File: src/rtl/cpu_pipe_ctrl_pkg.sv
// Shared types and constants for the pipeline sequencing controller.
// Holds the FSM state encoding, the default flush length and the debug
// view of the controller's internal state.
package cpu_pipe_ctrl_pkg;

    typedef enum logic [1:0] {
        ST_IDLE  = 2'd0,
        ST_RUN   = 2'd1,
        ST_FLUSH = 2'd2,
        ST_HALT  = 2'd3
    } pipe_state_e;

    // Cycles flush_flag is held per mispredict (legal 1..7).
    localparam int FLUSH_CYC_DEF = 2;

    // Debug snapshot of controller state for checkers.
    typedef struct packed {
        pipe_state_e state;
        logic [2:0]  flush_cnt;
        logic        pred_id;
        logic        pred_exe;
    } pipe_dbg_t;

    // A write to rd collides with a read of rs; x0 never collides.
    function automatic logic reg_match(input logic [4:0] rs,
                                       input logic [4:0] rd,
                                       input logic       we);
        return we && (rd == rs) && (rs != 5'd0);
    endfunction

endpackage

File: src/rtl/cpu_pipe_ctrl_if.sv
// Pipeline-side signal bundle between the core datapath (master) and the
// sequencing controller (slave).
//
// Handshake semantics: there is no backpressure on the status inputs.
// br_valid qualifies br_taken for exactly the cycle it is high. The
// controller's wait_exe / wait_jmp / flush_flag outputs act as the
// not-ready side for fetch: whenever any of them is high, fetch must not
// advance the PC in that same cycle.
interface cpu_pipe_ctrl_if;
    logic       jmp_pred;
    logic       jmp_reg_en;
    logic [4:0] jmp_rs;
    logic [4:0] id_rd;
    logic [4:0] exe_rd;
    logic       id_we;
    logic       exe_we;
    logic       exe_busy;
    logic       br_valid;
    logic       br_taken;
    logic       running;
    logic       flush_flag;
    logic       wait_exe;
    logic       wait_jmp;

    modport master (
        output jmp_pred, jmp_reg_en, jmp_rs, id_rd, exe_rd, id_we, exe_we,
               exe_busy, br_valid, br_taken,
        input  running, flush_flag, wait_exe, wait_jmp
    );

    modport slave (
        input  jmp_pred, jmp_reg_en, jmp_rs, id_rd, exe_rd, id_we, exe_we,
               exe_busy, br_valid, br_taken,
        output running, flush_flag, wait_exe, wait_jmp
    );
endinterface

File: src/rtl/cpu_hazard_cmp.sv
// Purely combinational register hazard comparator: flags when a source
// register is the pending destination of decode or execute. Also intended
// for operand-forwarding selection.
module cpu_hazard_cmp
    import cpu_pipe_ctrl_pkg::*;
(
    input  logic [4:0] rs,
    input  logic [4:0] id_rd,
    input  logic       id_we,
    input  logic [4:0] exe_rd,
    input  logic       exe_we,
    output logic       hazard
);

    // Hazard if either in-flight stage will write the register being read.
    assign hazard = reg_match(rs, id_rd, id_we) | reg_match(rs, exe_rd, exe_we);

endmodule

File: src/rtl/cpu_pipe_ctrl.sv
// Pipeline sequencing controller for the RV32 core.
// Drives running / flush_flag / wait_exe / wait_jmp, tracks static jump
// predictions from fetch to execute and sequences a fixed-length flush on
// mispredict. Optional performance counters are enabled by defining
// PIPE_PERF_EN; otherwise the perf ports read as zero.
module cpu_pipe_ctrl
    import cpu_pipe_ctrl_pkg::*;
#(
    parameter int FLUSH_CYC = FLUSH_CYC_DEF
) (
    input  logic               clk,
    input  logic               rst_n,
    input  logic               start,
    input  logic               halt_req,
    cpu_pipe_ctrl_if.slave     bus,
    output logic [31:0]        perf_cyc,
    output logic [31:0]        perf_flush,
    output logic [31:0]        perf_stall,
    output pipe_dbg_t          dbg
);

    localparam logic [2:0] FLUSH_LOAD = 3'(FLUSH_CYC - 1);

    pipe_state_e state;
    logic        running_q;
    logic        flush_q;
    logic [2:0]  flush_cnt;
    logic        pred_id;
    logic        pred_exe;
    logic        jmp_hazard;
    logic        in_run;
    logic        advance;
    logic        mispredict;

    cpu_hazard_cmp u_hazard_cmp (
        .rs     (bus.jmp_rs),
        .id_rd  (bus.id_rd),
        .id_we  (bus.id_we),
        .exe_rd (bus.exe_rd),
        .exe_we (bus.exe_we),
        .hazard (jmp_hazard)
    );

    // Stall outputs are zero-latency: inputs gated only by registered state.
    assign in_run       = (state == ST_RUN);
    assign bus.wait_exe = in_run & bus.exe_busy;
    assign bus.wait_jmp = in_run & ~bus.exe_busy & bus.jmp_reg_en & jmp_hazard;
    assign bus.running    = running_q;
    assign bus.flush_flag = flush_q;

    assign advance    = running_q & ~bus.wait_exe & ~bus.wait_jmp & ~flush_q;
    assign mispredict = in_run & bus.br_valid & (bus.br_taken != pred_exe);

    assign dbg = '{state: state, flush_cnt: flush_cnt,
                   pred_id: pred_id, pred_exe: pred_exe};

    // Sequencing FSM with registered running/flush outputs and the
    // prediction pipeline that follows instructions from fetch to execute.
    always_ff @(posedge clk or negedge rst_n) begin
        if (!rst_n) begin
            state     <= ST_IDLE;
            running_q <= 1'b0;
            flush_q   <= 1'b0;
            flush_cnt <= 3'd0;
            pred_id   <= 1'b0;
            pred_exe  <= 1'b0;
        end else begin
            case (state)
                ST_IDLE, ST_HALT: begin
                    if (start) begin
                        state     <= ST_RUN;
                        running_q <= 1'b1;
                        flush_q   <= 1'b0;
                    end
                end
                ST_RUN: begin
                    if (halt_req) begin
                        state     <= ST_HALT;
                        running_q <= 1'b0;
                        flush_q   <= 1'b0;
                        pred_id   <= 1'b0;
                        pred_exe  <= 1'b0;
                    end else if (mispredict) begin
                        state     <= ST_FLUSH;
                        flush_q   <= 1'b1;
                        flush_cnt <= FLUSH_LOAD;
                        pred_id   <= 1'b0;
                        pred_exe  <= 1'b0;
                    end else if (advance) begin
                        pred_id  <= bus.jmp_pred;
                        pred_exe <= pred_id;
                    end
                end
                ST_FLUSH: begin
                    // The halting instruction is older than anything flushed.
                    if (halt_req) begin
                        state     <= ST_HALT;
                        running_q <= 1'b0;
                        flush_q   <= 1'b0;
                        pred_id   <= 1'b0;
                        pred_exe  <= 1'b0;
                    end else if (flush_cnt == 3'd0) begin
                        state   <= ST_RUN;
                        flush_q <= 1'b0;
                    end else begin
                        flush_cnt <= flush_cnt - 3'd1;
                    end
                end
                default: begin
                    state     <= ST_IDLE;
                    running_q <= 1'b0;
                    flush_q   <= 1'b0;
                end
            endcase
        end
    end

`ifdef PIPE_PERF_EN
    logic flush_enter;
    assign flush_enter = mispredict & ~halt_req;

    // Free-running wrap-around performance counters, cleared only by reset.
    always_ff @(posedge clk or negedge rst_n) begin
        if (!rst_n) begin
            perf_cyc   <= 32'd0;
            perf_flush <= 32'd0;
            perf_stall <= 32'd0;
        end else begin
            if (running_q)                      perf_cyc   <= perf_cyc + 32'd1;
            if (flush_enter)                    perf_flush <= perf_flush + 32'd1;
            if (bus.wait_exe | bus.wait_jmp)    perf_stall <= perf_stall + 32'd1;
        end
    end
`else
    assign perf_cyc   = 32'd0;
    assign perf_flush = 32'd0;
    assign perf_stall = 32'd0;
`endif

endmodule

File: src/flat_wrapper.sv
// flat-port wrapper written by rule: the top's interface ports become plain ports
module cpu_pipe_ctrl_flat import cpu_pipe_ctrl_pkg::*;
#(
    parameter int FLUSH_CYC = FLUSH_CYC_DEF
)
  (clk, rst_n, start, halt_req, perf_cyc, perf_flush, perf_stall, dbg, bus_jmp_pred, bus_jmp_reg_en, bus_jmp_rs, bus_id_rd, bus_exe_rd, bus_id_we, bus_exe_we, bus_exe_busy, bus_br_valid, bus_br_taken, bus_running, bus_flush_flag, bus_wait_exe, bus_wait_jmp);
  cpu_pipe_ctrl_if bus_i ();
  input  logic clk;
  input  logic rst_n;
  input  logic start;
  input  logic halt_req;
  output logic [31:0] perf_cyc;
  output logic [31:0] perf_flush;
  output logic [31:0] perf_stall;
  output pipe_dbg_t dbg;
  input wire logic [$bits(bus_i.jmp_pred)-1:0] bus_jmp_pred;
  input wire logic [$bits(bus_i.jmp_reg_en)-1:0] bus_jmp_reg_en;
  input wire logic [$bits(bus_i.jmp_rs)-1:0] bus_jmp_rs;
  input wire logic [$bits(bus_i.id_rd)-1:0] bus_id_rd;
  input wire logic [$bits(bus_i.exe_rd)-1:0] bus_exe_rd;
  input wire logic [$bits(bus_i.id_we)-1:0] bus_id_we;
  input wire logic [$bits(bus_i.exe_we)-1:0] bus_exe_we;
  input wire logic [$bits(bus_i.exe_busy)-1:0] bus_exe_busy;
  input wire logic [$bits(bus_i.br_valid)-1:0] bus_br_valid;
  input wire logic [$bits(bus_i.br_taken)-1:0] bus_br_taken;
  output wire logic [$bits(bus_i.running)-1:0] bus_running;
  output wire logic [$bits(bus_i.flush_flag)-1:0] bus_flush_flag;
  output wire logic [$bits(bus_i.wait_exe)-1:0] bus_wait_exe;
  output wire logic [$bits(bus_i.wait_jmp)-1:0] bus_wait_jmp;
  assign bus_i.jmp_pred = bus_jmp_pred;
  assign bus_i.jmp_reg_en = bus_jmp_reg_en;
  assign bus_i.jmp_rs = bus_jmp_rs;
  assign bus_i.id_rd = bus_id_rd;
  assign bus_i.exe_rd = bus_exe_rd;
  assign bus_i.id_we = bus_id_we;
  assign bus_i.exe_we = bus_exe_we;
  assign bus_i.exe_busy = bus_exe_busy;
  assign bus_i.br_valid = bus_br_valid;
  assign bus_i.br_taken = bus_br_taken;
  assign bus_running = bus_i.running;
  assign bus_flush_flag = bus_i.flush_flag;
  assign bus_wait_exe = bus_i.wait_exe;
  assign bus_wait_jmp = bus_i.wait_jmp;
  cpu_pipe_ctrl #(.FLUSH_CYC(FLUSH_CYC)) u_core (.clk(clk), .rst_n(rst_n), .start(start), .halt_req(halt_req), .bus(bus_i), .perf_cyc(perf_cyc), .perf_flush(perf_flush), .perf_stall(perf_stall), .dbg(dbg));
endmodule
File: config.mk
export PLATFORM = sky130hd
export DESIGN_NAME = cpu_pipe_ctrl_flat
export DESIGN_NICKNAME = d
export VERILOG_FILES = /design/src/rtl/cpu_pipe_ctrl_pkg.sv /design/src/rtl/cpu_pipe_ctrl_if.sv /design/src/rtl/cpu_hazard_cmp.sv /design/src/rtl/cpu_pipe_ctrl.sv /design/src/flat_wrapper.sv
export SDC_FILE = /design/constraint.sdc
export NUM_CORES = 1
export LEC_CHECK = 0
export BUFFER_PORTS_ARGS = -buffer_cell sky130_fd_sc_hd__clkbuf_2
export CORE_ASPECT_RATIO = 1.4
export CORE_UTILIZATION = 33
export CTS_CLUSTER_DIAMETER = 30
export CTS_CLUSTER_SIZE = 30
export DETAILED_ROUTE_END_ITERATION = 10
export PLACE_DENSITY = 0.75
export SLEW_MARGIN = 20
export SYNTH_ARGS = -nofsm -noshare
export SYNTH_HDL_FRONTEND = slang
export SYNTH_SLANG_ARGS = --single-unit
File: constraint.sdc
create_clock -name clk -period 1.8 [get_ports clk]
set_input_delay 0.09 -clock clk [delete_from_list [all_inputs] [get_ports clk]]
set_output_delay 0.09 -clock clk [all_outputs]
set_load 0.02 [all_outputs]
==> results.txt <==
outcome: finished, final reports clean
wire per inst: 9.14 microns
Iter 0 DRT Violations: 18
Setup Skew: 0.000508 ns
predominant post-synthesis flop cell: dfrtp_1
ANT cells: 0
Logic pwr share: 0.642
Switch Pwr: 872 uW
vias in the first global route: 882
Die Wd: 59.6 microns
Post-Synth Adder-Cell Area: 0.0327
hold slack: 0.0981 ns
xor/xnor cell area share of the yosys netlist: 0.0743
peak supply drop: 0.370 mV
htree depth: 1
Max FO, Critical Path: 5
worst setup path category: reg -> reg
period utilisation layout: 0.931
Slew Limit Fails: 0
layout cells sized above 1: 0.231
worst-case clock buffer depth: 2
Switching Share: 0.513
total design power: 1700 uW
WP data required: 1.92 ns
Vias: 1,090
CP arrival: 1.80 ns
PD cells: 1150 mW/mm^2
antenna-violating nets left: 0
Post-Syn Instances: 191
detailed placement HPWL: 2330 microns
Maximum Capacitance Violations: 0
final hold vios: 0
dpl cell area: 0.00141 sq mm
die area: 0.00492 sq mm
core area: 0.00450 sq mm
most frequent cell after synthesis: buf_4
gr ovfl total: 0
post-synthesis async set-or-reset flop share: 1.00
average cell area after synthesis: 8.02 sq um
number of enable flip-flop cells after synthesis: 0
fill count: 482
f_max: 0.596 GHz
Pint: 827 uW
area growth from synthesis to layout: -3.10%
Initial Utilization: 0.340
Clock Latency Late Sink: 0.24 ns
largest net degree at the start of global routing: 12
Ports: 133
unique cell type count in the Yosys netlist: 41
clock power share: 0.146
sequential share of power: 0.213
RSZ-0062 raised after global routing: no
global-route wire length before repair: 3820 microns
CP delay by family, top: flip-flops
warnings from Yosys: 0
Leak Pwr: 0.000844 uW
Clock Sinks: 9
crit end category: flop
CP peak stage delay: 0.43 ns
largest family of logic cells by synthesized area: buffers and inverters
post-synthesis sequential area ratio: 0.147
crit-path cells: xnor2_1 > o21ai_1 > a21oi_2 > a21oi_2 > mux2_1
routed wire length: 2660 microns
cell accounting for the most synthesized area: buf_4
Clk Tree Root Cell: clkbuf_8
antenna violations before repair: 0
final net count: 260
Worst Hold Class: in -> reg
most frequent CP cell: a21oi_2
synthesized area: 0.00153 sq mm
top-area cell type share of the netlist area: 0.480
# port buffers: 36
Synth area leaders: buf_4 48%, dfrtp_1 15%, xor2_1 5.1%, ha_1 3.3%, inv_1 3.2%
mux cell area share after synthesis: 0.0139
clk slew on worst S/H paths: 0.05 ns
simple-gate share of the synthesized area: 0.0956
final setup vio count: 0
Row Count: 29
minimum clock period: 1.68 ns
Vias/cell: 3.75
GP Congestion: 0.836
startpoint types: flop
GRT Total Usage: 0.107
CTS tree: done
residual DRC count: 0
CP Buf/Inv Count: 0
drt pass-1 iters: 4
Worst path slowest cell: dfrtp_1
die height: 82.6 microns
final instance area: 0.00148 sq mm
Synth top cells by count: 98 x buf_4, 13 x inv_1, 9 x dfrtp_1, 9 x nand2_1, 9 x xor2_1
final setup TNS: 0 ns
TritonCTS Buffers: 3
Core Util, Final: 0.330
Compound-Gate Fraction of Synth Area: 0.111
synthesized flop and latch total: 9
repair_timing:
action / in CTS / in global routing
hold buffers: 1 / 0
hold endpoints to repair: 9 / 0
setup endpoints to repair: 1 / 2
setup buffers: 1 / 0
gates resized for setup: 1 / 4
routing by layer:
metal  global-route usage  share of wire  routed length (microns)
met5                    0              0                        0
met1               0.0855           0.32                      842
met3               0.0280           0.10                      265
met2                0.221           0.56                     1490
met4               0.0605          0.021                       57
state kept, by name, indices dropped and copies added (netlist names):
| name | cells |
|---|---|
| u_core.flush_cnt | 3 |
| u_core.state | 2 |
| u_core.pred_exe | 1 |
| u_core.pred_id | 1 |
| u_core.bus.flush_flag | 1 |
| u_core.bus.running | 1 |
power groups by stage:
stage	Clock, uW	Combinational [uW]	Sequential, uW
2_1_floorplan	0	936	415
3_3_place_gp	0	1030	354
3_5_place_dp	0	1050	360
4_1_cts	253	1100	361
5_1_grt	263	1190	375
6_report	247	1090	362
cell usage in the layout, fill, tap and decap left out, drive strengths merged, types with 3 or more instances in the layout:
| master | count |
|---|---|
| xnor2 | 4 |
| dfrtp | 9 |
| ha | 4 |
| xor2 | 9 |
| a21oi | 4 |
| nand2 | 9 |
| buf | 3 |
| conb | 96 |
| clkbuf | 39 |
| inv | 13 |
| o21ai | 6 |
| nor2 | 4 |
worst min-delay path, delay by kind of cell:
family | cells | cell delay [ns]
compound gates | 2 | 0.12
buf+inv | 1 | 0.09
path summary, 6_finish.rpt:
| check | start | to | slack [ns] | cells past startpoint |
|---|---|---|---|---|
| max | u_core.pred_exe | u_core.state[0] | 0.12 | 5 |
| min | start | u_core.bus.running | 0.1 | 3 |
| max reg2reg | u_core.pred_exe | u_core.state[0] | 0.12 | 5 |
| min reg2reg | u_core.bus.running | u_core.bus.running | 0.54 | 2 |
| max in group asynchronous | rst_n | u_core.state[0] | 1.33 | 2 |
| min in group asynchronous | rst_n | u_core.pred_exe | 0.25 | 2 |
stage by stage:
step | setup slack, ns | instances
floorplan | 0.000247 | 286
global placement | 0.125 | 285
detailed placement | 0.0744 | 285
CTS | 0.0281 | 291
global route | 0.0421 | 291
finish | 0.123 | 291
final cells by class:
cell class / count / area (sq um) / area share
multi-input cells: 164 / 877 / 0.591
clock buffers: 4 / 45.0 / 0.0304
inverters: 13 / 48.8 / 0.0329
well taps: 62 / 77.6 / 0.0523
flip-flops and latches: 9 / 228 / 0.153
repair buffers: 39 / 208 / 0.140
kinds of logic (layout without fill, tap and decap cells):
logic type / after synthesis / count (layout)
buffers and inverters: 113 / 56
AND/OR/NAND/NOR: 26 / 26
AO/OA/AOI/OAI: 23 / 23
XOR/XNOR: 13 / 13
flip-flops: 9 / 9
adder cells (fa/ha/maj): 4 / 4
multiplexers: 2 / 2
other: 1 / 96
No activity file was read; power rests on OpenSTA's default activity.
